File: config.mk
export PLATFORM = sky130hd
export DESIGN_NAME = id_ex_stage
export DESIGN_NICKNAME = d
export VERILOG_FILES = /design/src/rtl/id_ex_stage.sv
export SDC_FILE = /design/constraint.sdc
export NUM_CORES = 1
export LEC_CHECK = 0
export ABC_AREA = 1
export CORE_AREA = 5 5 132 165
export DETAILED_ROUTE_END_ITERATION = 12
export DIE_AREA = 0 0 137 170
export SLEW_MARGIN = 20
export SYNTH_ARGS = -nofsm -noshare
export SYNTH_HDL_FRONTEND = slang
export SYNTH_SLANG_ARGS = --single-unit
File: constraint.sdc
create_clock -name clk -period 3.15 [get_ports clk]
set_clock_uncertainty 0.1 [all_clocks]
set_input_delay 0.4725 -clock clk [delete_from_list [all_inputs] [get_ports clk]]
set_output_delay 0.4725 -clock clk [all_outputs]
set_load 0.01 [all_outputs]
File: src/rtl/id_ex_stage.sv
// ID/EX pipeline register with load-use hazard detection, branch flush and global hold.
// Optional load-use bubble counter enabled by defining ID_EX_BUBBLE_CNT_EN.
module id_ex_stage #(
    parameter int DW = 32,
    parameter int RW = 5
) (
    input  logic          clk,
    input  logic          reset,
    input  logic [12:0]   ID_Ctrl,
    input  logic [DW-1:0] ID_PC4,
    input  logic [DW-1:0] ID_RD1,
    input  logic [DW-1:0] ID_RD2,
    input  logic [DW-1:0] ID_Imm,
    input  logic [RW-1:0] ID_Rs,
    input  logic [RW-1:0] ID_Rt,
    input  logic [RW-1:0] ID_Rd,
    input  logic          ID_Flush_Branch,
    input  logic          Hold,
    output logic [12:0]   EX_Ctrl,
    output logic [DW-1:0] EX_PC4,
    output logic [DW-1:0] EX_RD1,
    output logic [DW-1:0] EX_RD2,
    output logic [DW-1:0] EX_Imm,
    output logic [RW-1:0] EX_Rs,
    output logic [RW-1:0] EX_Rt,
    output logic [RW-1:0] EX_Rd,
    output logic          LoadUse,
    output logic          PCWrite,
    output logic          IFID_Write,
    output logic [15:0]   BubbleCount
);
    localparam int MEMREAD_BIT = 8;

    logic ex_mem_read;
    logic rt_nonzero;
    logic rt_match;
    logic advance;
    logic kill_ctrl;

    assign ex_mem_read = EX_Ctrl[MEMREAD_BIT];
    assign rt_nonzero  = (EX_Rt != '0);
    assign rt_match    = (EX_Rt == ID_Rs) || (EX_Rt == ID_Rt);
    assign LoadUse     = ex_mem_read && rt_nonzero && rt_match;

    // A flush wins over a stall so the redirect from MEM is actually taken.
    assign advance    = !Hold && (ID_Flush_Branch || !LoadUse);
    assign PCWrite    = advance;
    assign IFID_Write = advance;

    assign kill_ctrl = ID_Flush_Branch || LoadUse;

    always_ff @(posedge clk) begin
        if (reset) begin
            EX_Ctrl <= '0;
            EX_PC4  <= '0;
            EX_RD1  <= '0;
            EX_RD2  <= '0;
            EX_Imm  <= '0;
            EX_Rs   <= '0;
            EX_Rt   <= '0;
            EX_Rd   <= '0;
        end else if (!Hold) begin
            EX_Ctrl <= kill_ctrl ? 13'd0 : ID_Ctrl;
            EX_PC4  <= ID_PC4;
            EX_RD1  <= ID_RD1;
            EX_RD2  <= ID_RD2;
            EX_Imm  <= ID_Imm;
            EX_Rs   <= ID_Rs;
            EX_Rt   <= ID_Rt;
            EX_Rd   <= ID_Rd;
        end
    end

`ifdef ID_EX_BUBBLE_CNT_EN
    logic [15:0] bubble_cnt_reg;
    logic        count_bubble;

    // Only load-use bubbles are counted; flush bubbles and held cycles are not.
    assign count_bubble = !Hold && !ID_Flush_Branch && LoadUse;

    always_ff @(posedge clk) begin
        if (reset) begin
            bubble_cnt_reg <= '0;
        end else if (count_bubble && (bubble_cnt_reg != 16'hFFFF)) begin
            bubble_cnt_reg <= bubble_cnt_reg + 16'd1;
        end
    end

    assign BubbleCount = bubble_cnt_reg;
`else
    assign BubbleCount = 16'h0000;
`endif

endmodule

# Word-level counts from Yosys, hierarchy flattened
# Index checks and enable logic that the tools add are counted.
classes:
  n_mux: 1
  n_reduce_logical: 9
  n_eq_ne: 2
op_table:
  columns: ["operator", "count"]
  rows:
  - ["$mux W13", 1]
  - ["$eq A5 B5 Y1", 2]
  - ["$reduce_bool A5 Y1", 1]
  - ["$logic_and A1 B1 Y1", 3]
  - ["$logic_or A1 B1 Y1", 3]
  - ["$logic_not A1 Y1", 2]
word_totals:
  word_cells: 20
  ff_bits: 156
  output_inout_bits: 175
  input_bits: 160

# Logic depth before layout (Yosys ltp)
logic_depth:
  depth_word: 6
  mapped_depth: 11
  depth_no_buf: 9

# Least setup slack after synthesis
# Ideal clock, no wire load.
synth_path:
  path_kind: "input -> output"
  startpoint: "input ID_Rs[3]"
  endpoint: "output PCWrite"
  slack_ns: 1.207
  path_stages: 11
  path_buffers: 2
  arrival_time_ns: 1.371
  required_time_ns: 2.577
  path_cell_list: "inv_1 nand2_1 nand2_1 nor2_1 nand3_1 nand2_2 nand2_4 buf_12 o21ai_2 inv_1 buf_4"
synth_between:
  elab_chain_len: 6
synth_lines:
  columns: ["element", "line", "source"]
  rows:
  - ["from (decl)", "14", "input logic [RW-1:0] ID_Rs,"]
  - ["$eq A5 B5 Y1", "42", "assign rt_match = (EX_Rt == ID_Rs) || (EX_Rt == ID_Rt);"]
  - ["$logic_or A1 B1 Y1", "42", null]
  - ["$logic_and A1 B1 Y1", "43", "assign LoadUse = ex_mem_read && rt_nonzero && rt_match;"]
  - ["$logic_not A1 Y1", "46", "assign advance = !Hold && (ID_Flush_Branch || !LoadUse);"]
  - ["$logic_or A1 B1 Y1", "46", null]
  - ["$logic_and A1 B1 Y1", "46", null]
  - ["to (decl)", "28", "output logic PCWrite,"]
# Every way passes these cells.

# Worst setup path after layout
layout_path:
  startpoint: "input ID_Rs[0]"
  endpoint: "output PCWrite"
# Same word-level chain as after synthesis.

==> summary.txt <==
Finish
  – Most common cell after layout, fill and taps aside: clkdlybuf4s50_1
  – Non-Filler Instances: 1338
  – Most frequent cells in the layout: 316 x clkdlybuf4s50_1, 304 x nand2_1, 156 x dfxtp_1
  – Finished Cell Area: 9670 sq um
  – Nets: 1215
  – Synthesis-to-layout area growth: 64.5%
  – # fillers: 2011
  – Antenna Cells: 0
  – Post-layout util: 0.485
  – Share of layout cells above drive strength 1: 0.0581

Power
  – Power Dens Cells: 497 nW/um^2
  – Net Sw Frac: 0.264
  – Leakage power: 3.77 nW
  – Switching power: 1.27 mW
  – Clock power share: 0.396
  – Combinational share of power: 0.160
  – Pint: 3.54 mW
  – Flop pwr share: 0.444
  – Worst VDD drop: 0.312 mV

Clock network
  – Root Driver: clkbuf_16
  – Max Root-Sink Buffers: 2
  – H-tree depth: 4
  – Post_cts resized: 0
  – Num CTS Buffers: 17
  – CTS Hold Buffers Added: 0
  – TritonCTS clock tree: built
  – Postcts setup bufs: 0
  – Clock Sinks: 156
  – Skew-Pair Late Insertion Delay: 0.42 ns
  – Clock transition at path regs: 0.07 ns

Placed design
  – Port buffer count: 318
  – Pre-CTS setup slack: 0.287 ns
  – Placed instance area: 9130 sq um
  – Post-placement cell count: 1306
  – Detailed placement HPWL: 14.1 mm
  – Final GP Congestion: 0.778

Critical path
  – CP startpoint kind: primary input
  – Required time worst endpoint: 2.58 ns
  – Reg2reg setup slack: 1.70 ns
  – Worst R2R End: EX_Ctrl[12]
  – Worst Setup End Kind: output port
  – Worst path max stage delay: 0.49 ns
  – Crit path max fanout: 15
  – CP arrival: 2.27 ns
  – Critical R2R Launch: EX_Rt[1]
  – R2R depth: 9
  – Worst-path cell chain: clkdlybuf4s50_1, inv_1, nand2_1, nand2_1, nor2_1, nand3_1, nand2_2, nand2_4, o21ai_2, inv_1, clkdlybuf4s50_1
  – Worst path slowest cell: clkdlybuf4s50_1
  – Crit. Startpoint: ID_Rs[0]
  – Setup crit end: PCWrite
  – Crit path kind: primary input to output port

Die
  – Initial Utilization: 0.295
  – Die height: 170 um
  – IO Count: 335
  – DIE AREA: 23300 sq um
  – Site row count: 58
  – Chip Width: 137 um
  – Core Area: 20000 sq um

Yosys
  – Flops & latches, synth: 156
  – Synth unique cells: 22
  – Synthesized instance count: 767
  – Ys Warns: 0
  – Post-Syn Area: 5880 sq um
  – Post-synthesis sequential area ratio: 0.531
  – Ys async rst share: 0
  – Mapped Avg Cell Area: 7.67 sq um
  – Post-synth EDFFs: 0
  – Primary FF master, synth: dfxtp_1

Timing
  – Slew Viols, Final: 0
  – Final count of hold timing violations: 0
  – Setup TNS: 0 ns
  – Unrepaired setup endpoints after global routing: false
  – Period utilization: 0.902
  – Max-slew headroom: 0.420
  – Worst-margin pin slew: 0.870 ns
  – Post-route worst setup slack: 0.307 ns
  – Final setup viols: 0
  – Fin crit period: 2.84 ns
  – FMAX: 0.352 GHz

Global route
  – Vias in the first global route: 5511
  – Largest net degree at the start of global routing: 170
  – Tot GR Track Use: 0.168
  – Initial antenna violation count: 1
  – First-pass GRT wire length: 30.5 mm
  – Gr ovfl total: 0

Route
  – Initial DRC Count: 331
  – Wirelength per Cell: 15.1 um
  – Drt total wl: 20.2 mm
  – DR vias/cell: 4.32
  – DRC errors left: 0
  – DR pass1 iterations: 4
  – Post-route ant nets: 0
  – Total number of vias: 5778

Worst hold path
  – Hold depth: 2
  – Hold Startpoint: EX_RD1[14]
  – Hold crit path type: register to register

Run status
  – Outcome: finished clean

Run
  – Max Cap Viol: 0
cell type report:
cell class | instances | area, sq um | area share
repair buffers | 324 | 3250 | 0.336
flip-flops and latches | 156 | 3120 | 0.323
multi-input cells | 526 | 2310 | 0.239
clock buffers | 19 | 433 | 0.0448
well taps | 270 | 338 | 0.0349
inverters | 30 | 115 | 0.0119
clock inverters | 13 | 106 | 0.0110
cells by family (layout without fill, tap and decap cells):
kind of cell	Yosys count	count (layout)	share of synthesized area
XOR/XNOR	2	2	0.00298
AND/OR/NAND/NOR	350	350	0.236
flip-flops	156	156	0.531
AO/OA/AOI/OAI	158	158	0.144
other	1	16	0.000638
buffers and inverters	100	386	0.0857
worst max-delay path: cells and delay by family:
family | cells | cell delay, ns
buffers and inverters | 4 | 1.09
and+or+nand+nor | 6 | 0.56
AOI/OAI and AO/OA | 1 | 0.15
worst min path at each step:
stage                  to  slack [ns]
2_1_floorplan    EX_Rd[4]        0.38
3_3_place_gp     EX_Rd[4]        0.34
3_5_place_dp     EX_Rd[4]        0.35
4_1_cts          EX_Rd[4]        0.36
5_1_grt         EX_PC4[2]        0.38
6_report       EX_RD1[14]        0.36
power by group through the flow:
stage / clock network [mW] / logic (mW) / registers [mW]
6_report: 1.91 / 0.769 / 2.14
3_3_place_gp: 0 / 0.778 / 2.18
4_1_cts: 1.98 / 0.781 / 2.14
2_1_floorplan: 0 / 0.259 / 2.23
5_1_grt: 2.07 / 0.838 / 2.15
3_5_place_dp: 0 / 0.777 / 2.18
layer usage:
layer,track usage,vias up,share of wire
li1,-,2973,-
met1,0.198,2591,0.41
met2,0.282,187,0.50
met3,0.0574,25,0.077
met4,0.0595,2,0.021
met5,0,-,0.00064
cell usage after synthesis (2+ instances only):
cell	instances	area (sq um)
clkbuf_1	25	93.8
a211oi_1	8	60.1
nand2_1	304	1140
nor2_1	27	101
nand2_2	2	12.5
dfxtp_1	156	3120
buf_4	24	180
nand3_1	7	35.0
inv_2	4	15.0
inv_1	26	97.6
nand3_2	8	80.1
xnor2_1	2	17.5
a21oi_1	140	701
buf_1	2	7.51
buf_2	18	90.1
a21oi_2	8	70.1
metrics by stage:
| stage | power, mW | hold WS, ns |
|---|---|---|
| floorplan | 2.49 | 0.381 |
| global placement | 2.95 | 0.343 |
| detailed placement | 2.96 | 0.351 |
| CTS | 4.89 | 0.364 |
| global route | 5.05 | 0.379 |
| finish | 4.81 | 0.362 |
state kept, by name (all words and copies together), names as in the netlist:
register	flops
EX_Rd	5
EX_Ctrl	13
EX_RD1	32
EX_RD2	32
EX_Rt	5
EX_Rs	5
EX_PC4	32
EX_Imm	32
No activity file was read; power rests on OpenSTA's default activity.
